==> config.mk <==
export PLATFORM = sky130hd
export DESIGN_NAME = gate_sequencer_flat
export DESIGN_NICKNAME = d
export VERILOG_FILES = /design/src/rtl/gate_sequencer_if.sv /design/src/rtl/gate_sequencer.sv /design/src/flat_wrapper.sv
export SDC_FILE = /design/constraint.sdc
export NUM_CORES = 1
export LEC_CHECK = 0
export ABC_AREA = 1
export CAP_MARGIN = 15
export CORE_ASPECT_RATIO = 1.5
export CORE_UTILIZATION = 52
export DETAILED_ROUTE_END_ITERATION = 10
export GPL_TIMING_DRIVEN = 0
export HOLD_SLACK_MARGIN = 0.02
export PLACE_DENSITY = 0.89
export SLEW_MARGIN = 0
export SYNTH_ARGS = -nofsm -noshare
export SYNTH_HDL_FRONTEND = slang
export SYNTH_SLANG_ARGS = --single-unit
==> constraint.sdc <==
create_clock -name clk -period 2.1 [get_ports clk]
set_input_delay 0.315 -clock clk [delete_from_list [all_inputs] [get_ports clk]]
set_output_delay 0.315 -clock clk [all_outputs]
set_load 0.02 [all_outputs]
==> src/rtl/gate_sequencer_if.sv <==
// Sensor, password and status bundle between the gate sequencer and its environment.
interface gate_if;
    logic       entry_sensor;
    logic       exit_sensor;
    logic       pass_valid;
    logic [3:0] pass_code;
    logic       gate_open;
    logic       alarm;
    logic [2:0] state;
    logic [3:0] occupancy;
    logic       full;
    logic [9:0] timer_val;

    modport master (
        output entry_sensor, exit_sensor, pass_valid, pass_code,
        input  gate_open, alarm, state, occupancy, full, timer_val
    );
    modport slave (
        input  entry_sensor, exit_sensor, pass_valid, pass_code,
        output gate_open, alarm, state, occupancy, full, timer_val
    );
endinterface

==> src/rtl/gate_sequencer.sv <==
// Parking gate controller: password-gated entry, timed gate opening, retry lockout
// and an occupancy count that blocks entry when the lot is full.
module gate_sequencer #(
    parameter logic [3:0] PASSWORD     = 4'hA,
    parameter int         PASS_TIMEOUT = 999,
    parameter int         OPEN_TIME    = 500,
    parameter int         MAX_RETRIES  = 3,
    parameter int         LOCK_TIME    = 1000,
    parameter int         CAPACITY     = 8
) (
    input  logic clk,
    input  logic reset,
    gate_if.slave gif
);
    localparam logic [2:0] IDLE       = 3'd0;
    localparam logic [2:0] WAIT_PASS  = 3'd1;
    localparam logic [2:0] ENTRY_OPEN = 3'd2;
    localparam logic [2:0] EXIT_OPEN  = 3'd3;
    localparam logic [2:0] WRONG      = 3'd4;
    localparam logic [2:0] LOCKOUT    = 3'd5;

    // A timed state ends on the cycle its timer shows duration-1.
    localparam logic [9:0] PASS_LAST = 10'(PASS_TIMEOUT - 1);
    localparam logic [9:0] OPEN_LAST = 10'(OPEN_TIME - 1);
    localparam logic [9:0] LOCK_LAST = 10'(LOCK_TIME - 1);
    localparam logic [3:0] CAP       = 4'(CAPACITY);
    localparam logic [2:0] RETRY_MAX = 3'(MAX_RETRIES);

    logic [2:0] state_q, state_d;
    logic [9:0] timer_q, timer_d;
    logic [2:0] retry_q, retry_d;
    logic [3:0] occ_q, occ_d;
    logic       gate_q, gate_d;
    logic       alarm_q, alarm_d;

    always_comb begin
        state_d = state_q;
        retry_d = retry_q;
        occ_d   = occ_q;
        case (state_q)
            IDLE: begin
                if (gif.exit_sensor && occ_q != 4'd0)
                    state_d = EXIT_OPEN;
                else if (gif.entry_sensor && occ_q != CAP)
                    state_d = WAIT_PASS;
            end
            WAIT_PASS: begin
                if (gif.pass_valid) begin
                    if (gif.pass_code == PASSWORD) begin
                        state_d = ENTRY_OPEN;
                        retry_d = 3'd0;
                    end else begin
                        state_d = WRONG;
                        retry_d = (retry_q == 3'd7) ? retry_q : retry_q + 3'd1;
                    end
                end else if (timer_q == PASS_LAST) begin
                    state_d = IDLE;
                    retry_d = 3'd0;
                end
            end
            ENTRY_OPEN: begin
                if (timer_q == OPEN_LAST) begin
                    state_d = IDLE;
                    if (occ_q != CAP) occ_d = occ_q + 4'd1;
                end
            end
            EXIT_OPEN: begin
                if (timer_q == OPEN_LAST) begin
                    state_d = IDLE;
                    if (occ_q != 4'd0) occ_d = occ_q - 4'd1;
                end
            end
            WRONG:   state_d = (retry_q == RETRY_MAX) ? LOCKOUT : WAIT_PASS;
            LOCKOUT: begin
                if (timer_q == LOCK_LAST) begin
                    state_d = IDLE;
                    retry_d = 3'd0;
                end
            end
            default: state_d = IDLE;
        endcase
    end

    // Any state change (including WRONG back to WAIT_PASS) restarts the timer.
    always_comb begin
        timer_d = timer_q;
        if (state_d != state_q || state_d == IDLE || state_d == WRONG)
            timer_d = 10'd0;
        else if (timer_q != 10'h3FF)
            timer_d = timer_q + 10'd1;
    end

    // Outputs are decoded from the next state so the registers track state_q exactly.
    always_comb begin
        gate_d  = (state_d == ENTRY_OPEN) || (state_d == EXIT_OPEN);
        alarm_d = (state_d == WRONG) || (state_d == LOCKOUT);
    end

    always_ff @(posedge clk or posedge reset) begin
        if (reset) begin
            state_q <= IDLE;
            timer_q <= 10'd0;
            retry_q <= 3'd0;
            occ_q   <= 4'd0;
            gate_q  <= 1'b0;
            alarm_q <= 1'b0;
        end else begin
            state_q <= state_d;
            timer_q <= timer_d;
            retry_q <= retry_d;
            occ_q   <= occ_d;
            gate_q  <= gate_d;
            alarm_q <= alarm_d;
        end
    end

    assign gif.state     = state_q;
    assign gif.timer_val = timer_q;
    assign gif.occupancy = occ_q;
    assign gif.full      = (occ_q == CAP);
    assign gif.gate_open = gate_q;
    assign gif.alarm     = alarm_q;
endmodule

==> src/flat_wrapper.sv <==
// flat-port wrapper written by rule: the top's interface ports become plain ports
module gate_sequencer_flat 
#(
    parameter logic [3:0] PASSWORD     = 4'hA,
    parameter int         PASS_TIMEOUT = 999,
    parameter int         OPEN_TIME    = 500,
    parameter int         MAX_RETRIES  = 3,
    parameter int         LOCK_TIME    = 1000,
    parameter int         CAPACITY     = 8
)
  (clk, reset, gif_entry_sensor, gif_exit_sensor, gif_pass_valid, gif_pass_code, gif_gate_open, gif_alarm, gif_state, gif_occupancy, gif_full, gif_timer_val);
  gate_if gif_i ();
  input  logic clk;
  input  logic reset;
  input wire logic [$bits(gif_i.entry_sensor)-1:0] gif_entry_sensor;
  input wire logic [$bits(gif_i.exit_sensor)-1:0] gif_exit_sensor;
  input wire logic [$bits(gif_i.pass_valid)-1:0] gif_pass_valid;
  input wire logic [$bits(gif_i.pass_code)-1:0] gif_pass_code;
  output wire logic [$bits(gif_i.gate_open)-1:0] gif_gate_open;
  output wire logic [$bits(gif_i.alarm)-1:0] gif_alarm;
  output wire logic [$bits(gif_i.state)-1:0] gif_state;
  output wire logic [$bits(gif_i.occupancy)-1:0] gif_occupancy;
  output wire logic [$bits(gif_i.full)-1:0] gif_full;
  output wire logic [$bits(gif_i.timer_val)-1:0] gif_timer_val;
  assign gif_i.entry_sensor = gif_entry_sensor;
  assign gif_i.exit_sensor = gif_exit_sensor;
  assign gif_i.pass_valid = gif_pass_valid;
  assign gif_i.pass_code = gif_pass_code;
  assign gif_gate_open = gif_i.gate_open;
  assign gif_alarm = gif_i.alarm;
  assign gif_state = gif_i.state;
  assign gif_occupancy = gif_i.occupancy;
  assign gif_full = gif_i.full;
  assign gif_timer_val = gif_i.timer_val;
  gate_sequencer #(.PASSWORD(PASSWORD), .PASS_TIMEOUT(PASS_TIMEOUT), .OPEN_TIME(OPEN_TIME), .MAX_RETRIES(MAX_RETRIES), .LOCK_TIME(LOCK_TIME), .CAPACITY(CAPACITY)) u_core (.clk(clk), .reset(reset), .gif(gif_i));
endmodule
**Word level (Yosys, flattened, before mapping)**

Cells that the tools add are included.

- Output and inout bits: 20
- Word-level logic and storage cells: 73
- Bits in registers: 22

- Reduce and logical (&&, ||, !) cells: 15
- Muxes and demuxes: 22
- Eq/ne operators: 26
- Add/sub/neg operators: 4

Operators by type and width:

| kind | number |
|---|---|
| two-way mux 3 bit | 13 |
| equality test 10 bit (second input constant) | 2 |
| two-way mux 10 bit | 2 |
| two-way mux 4 bit | 4 |
| equality test 3 x 2 -> 1 bit (second input constant) | 5 |
| equality test 3 bit (second input constant) | 5 |
| one-hot mux 3 bit (5 select lines) | 1 |
| adder 10 x 1 -> 10 bit (second input constant) | 1 |
| equality test 10 x 9 -> 1 bit (second input constant) | 1 |
| != test 10 bit (second input constant) | 1 |
| != test 2 x 1 -> 1 bit (second input constant) | 5 |
| equality test 4 bit (second input constant) | 2 |
| one-hot mux 4 bit (2 select lines) | 1 |
| zero test 3 bit | 2 |
| one-hot mux 3 bit (2 select lines) | 1 |
| nonzero test 2 bit | 3 |
| AND reduction 5 bit | 1 |
| adder 4 x 1 -> 4 bit (second input constant) | 1 |
| logical OR 1 bit | 4 |
| != test 4 x 3 -> 1 bit (second input constant) | 1 |
| != test 4 bit (second input constant) | 1 |
| AND reduction 4 bit | 1 |
| nonzero test 4 bit | 1 |
| subtractor 4 x 1 -> 4 bit (second input constant) | 1 |
| other kinds (6) | 7 |

**Longest topological paths before layout**

- Word-level depth: 9
- Depth in mapped cells: 13

**Least setup slack after synthesis**

No wires, ideal clock.

- Path type: register -> register
- Start point: register u_core.state_q[2] (netlist: u_core.gif.state[2])
- End point: register u_core.occ_q[3] (netlist: u_core.gif.occupancy[3])
- Data required time: 2.020 ns
- Cell stages (with the launch flop): 10
- Arrival: 1.719 ns
- Setup slack: 0.301 ns
- Setup time: 0.080 ns
- Clock period less this slack: 1.799 ns
- Cell sequence: dfrtp_1 -> inv_2 -> nand2_2 -> nor2_4 -> ha_1 -> a21oi_1 -> nand2_1 -> xnor2_1 -> nor2_1 -> xor2_1

- Longest elaborated chain between the ends: 3

Ends and longest elaborated chain:

| item | RTL line | source |
|---|---|---|
| start, declared | gate_sequencer.sv:29 | `logic [2:0] state_q, state_d;` |
| start signal, assigned | gate_sequencer.sv:108 | `state_q <= state_d;` |
| equality test 3 x 2 -> 1 bit | gate_sequencer.sv:40 | `case (state_q)` |
| != test 2 x 1 -> 1 bit (no source line) / nonzero test 2 bit (equally long branches) | n/a |  |
| AND reduction 5 bit (no source line) | n/a |  |
| end signal, assigned | gate_sequencer.sv:104 | `occ_q <= 4'd0;` |
| end signal, assigned | gate_sequencer.sv:111 | `occ_q <= occ_d;` |
| end, declared | gate_sequencer.sv:32 | `logic [3:0] occ_q, occ_d;` |

Parallel ways exist; a longest one is shown, timed or not.
A chain may end at the register's enable or synchronous reset.

**Worst setup path in the final report**

- Start point: register u_core.occ_q[1] (netlist: u_core.gif.occupancy[1])
- End point: output gif_full

- Longest elaborated chain between the ends: 1

Ends and longest elaborated chain:

| item | RTL line | source |
|---|---|---|
| equality test 4 bit | gate_sequencer.sv:120 | `assign gif.full = (occ_q == CAP);` |
| end, declared | flat_wrapper.sv:23 | `output wire logic [$bits(gif_i.full)-1:0] gif_full;` |

No other way between the ends.

==> results.json <==
{
  "status": "complete, no violations",
  "drc": 0,
  "synthFlopType": "dfrtp_1",
  "synth_commonest_cells": "nand2_1, inv_1, dfrtp_1",
  "place_inst": 262,
  "hold_class": "reg2reg",
  "setup_ws_ns": 0.149,
  "critPathMaxStageDelay_ns": 0.61,
  "io_buffers": 28,
  "yosys_warnings": 0,
  "endpoint_kind": "output port",
  "syn_area_per_cell_um2": 7.88,
  "r2r-start": "u_core.gif.state[2]$_DFF_PP0_",
  "synthCells": 197,
  "timing.fmax_ghz": 0.513,
  "critical_path_class": "reg2out",
  "p_per_area_nw_per_um2": 397,
  "period_share_pct": 92.9,
  "cts.sinks": 22,
  "setup_viol": 0,
  "diodes": 0,
  "total_power_mw": 0.767,
  "reg2regPathDepth": 9,
  "ant_nets": 0,
  "cts_setup_buffers": 0,
  "cts_tree": "built",
  "finalHoldViolations": 0,
  "cts_buffers": 3,
  "grt_overflow": 0,
  "finish.utilization_pct": 70.0,
  "slew_violations": 0,
  "synth_seq_cells": 22,
  "worstPathRequired_ns": 1.78,
  "htree_levels": 1,
  "path_max_fanout": 5,
  "cts_max_path_buffers": 2,
  "final_cells": 266,
  "relSlewSlack_pct": 41.6,
  "tns_ns": 0,
  "die_area_um2": 3210,
  "drtIter0Drc": 21,
  "io_pins": 29,
  "drt_pass1_iterations": 4,
  "syn_area_um2": 1550,
  "hpwlAfterDp_um": 2510,
  "cpMaxStageDelayCell": "clkdlybuf4s50_1",
  "synthTopCellsByArea": "dfrtp_1, nand2_1, inv_1",
  "yosysTopAreaCell": "dfrtp_1",
  "p_leak_nw": 0.935,
  "place.gp.congestion": 0.870,
  "worstPathArrival_ns": 1.64,
  "grt_pass1_vias": 1321,
  "cts_resized": 0,
  "ys_types": 26,
  "holdBufCountCts": 0,
  "synth_edf_count": 0,
  "via_per_inst": 5.13,
  "dpl-instance-area_um2": 1880,
  "yosysSeqAreaShare_pct": 35.5,
  "fin_skew_ns": 0.00566,
  "num_vias": 1365,
  "worstMarginPinSlew_ns": 0.875,
  "die_y_um": 68.9,
  "clock_latency_ns": 0.27,
  "area_growth_pct": 24.6,
  "initial_utilization_pct": 56.2,
  "worst_r2r_endpoint": "u_core.gif.occupancy[3]$_DFFE_PP0P_",
  "rsz0062_at_grt": "no",
  "synthesis.nets": 214,
  "dieWidth_um": 46.6,
  "reg2reg_slack_ns": 0.17,
  "whs_path_depth": 2,
  "async_reset_ff_share_pct": 100,
  "whs_ns": 0.514,
  "cts_root_buf": "clkbuf_8",
  "hold_path_end": "u_core.retry_q[1]$_DFFE_PP0P_",
  "vdd_drop_max_uv": 372,
  "core_area_um2": 2760,
  "layout-drive-gt1-share_pct": 20.5,
  "period_needed_ns": 1.95,
  "maxCapViolCount": 0,
  "routed_wl_um": 3220,
  "min_from": "u_core.retry_q[1]$_DFFE_PP0P_",
  "antenna_found_initial": 0,
  "grt_pass1_wl_um": 5190,
  "startpoint_type": "register",
  "synth_top_cell_area_share_pct": 35.5,
  "grt_max_degree": 23,
  "yosysMostFrequentCell": "nand2_1",
  "crit_chain": "nor2_1 -> nand2_1 -> inv_1 -> clkdlybuf4s50_1",
  "nets": 247,
  "pre_cts_ws_ns": 0.0151,
  "wl_per_cell_um": 12.1,
  "clkTransAtPathRegs_ns": 0.08,
  "stdcell_area_um2": 1930,
  "rows": 23,
  "grt_use_total_pct": 22.6
}
[final cells by class]
class | count | area, um^2
multi-input cells | 140 | 870
fillers | 242 | 830
flip-flops and latches | 22 | 551
repair buffers | 28 | 280
inverters | 35 | 131
clock buffers | 4 | 55.1
well taps | 37 | 46.3
[registers in the layout, indices dropped and copies added (netlist names)]
signal	cells
u_core.gif.alarm	1
u_core.gif.gate_open	1
u_core.gif.occupancy	4
u_core.gif.state	3
u_core.gif.timer_val	10
u_core.retry_q	3
[worst max-delay path by stage]
stage	from	endpoint	slack [ns]	depth (start not counted)
after floorplan	u_core.gif.state[2]$_DFF_PP0_	u_core.gif.occupancy[3]$_DFFE_PP0P_	0.30	9
after global placement	gif_pass_code[3]	u_core.gif.timer_val[5]$_DFFE_PP0P_	0.08	10
after detailed placement	gif_pass_code[1]	u_core.gif.timer_val[4]$_DFFE_PP0P_	0.02	10
after CTS	u_core.gif.occupancy[1]$_DFFE_PP0P_	gif_full	0.14	4
after global routing	u_core.gif.occupancy[1]$_DFFE_PP0P_	gif_full	0.03	4
final	u_core.gif.occupancy[1]$_DFFE_PP0P_	gif_full	0.15	4
[cells in the final DEF, fill, tap and decap left out, drive strengths merged, types with 6 or more instances in the layout]
cell type	synthesis	routed
xor2	6	6
a21oi	6	6
ha	7	7
nand2	52	52
nand3	14	14
clkdlybuf4s50	0	28
nor2	31	31
inv	35	35
dfrtp	22	22
o21ai	9	9
[power by group]
group | leakage [nW] | internal [mW] | switching (mW) | total (mW)
Clock | 0.0288 | 0.168 | 0.144 | 0.311
Sequential | 0.277 | 0.423 | 0 | 0.423
Combinational | 0.629 | 0.0158 | 0.0163 | 0.0321
Total | 0.935 | 0.606 | 0.160 | 0.767
[critical path, delay by kind of cell (launching register included)]
kind / cells / cell delay, ns
simple gates: 2 / 0.24
flops: 1 / 0.44
buf+inv: 2 / 0.69
[routing by layer]
layer | routed length, um | share of wire (%) | global-route usage, % | up-vias
li1 | - | - | - | 673
met1 | 1210 | 37 | 19.6 | 651
met2 | 1870 | 58 | 47.4 | 34
met3 | 80 | 2.5 | 1.56 | 7
met4 | 64 | 2.0 | 10.7 | 0
met5 | 0 | 0 | 0 | -
[cells by family after synthesis]
family	after synthesis	share of synthesized area (%)
DFF	22	35.5
muxes	1	0.726
and+or+nand+nor	105	37.0
adders and majority gates	8	6.94
buffers and inverters	35	8.47
xor gates and xnor gates	9	5.08
AOI/OAI and AO/OA	17	6.29
No activity file was read; power rests on OpenSTA's default activity.
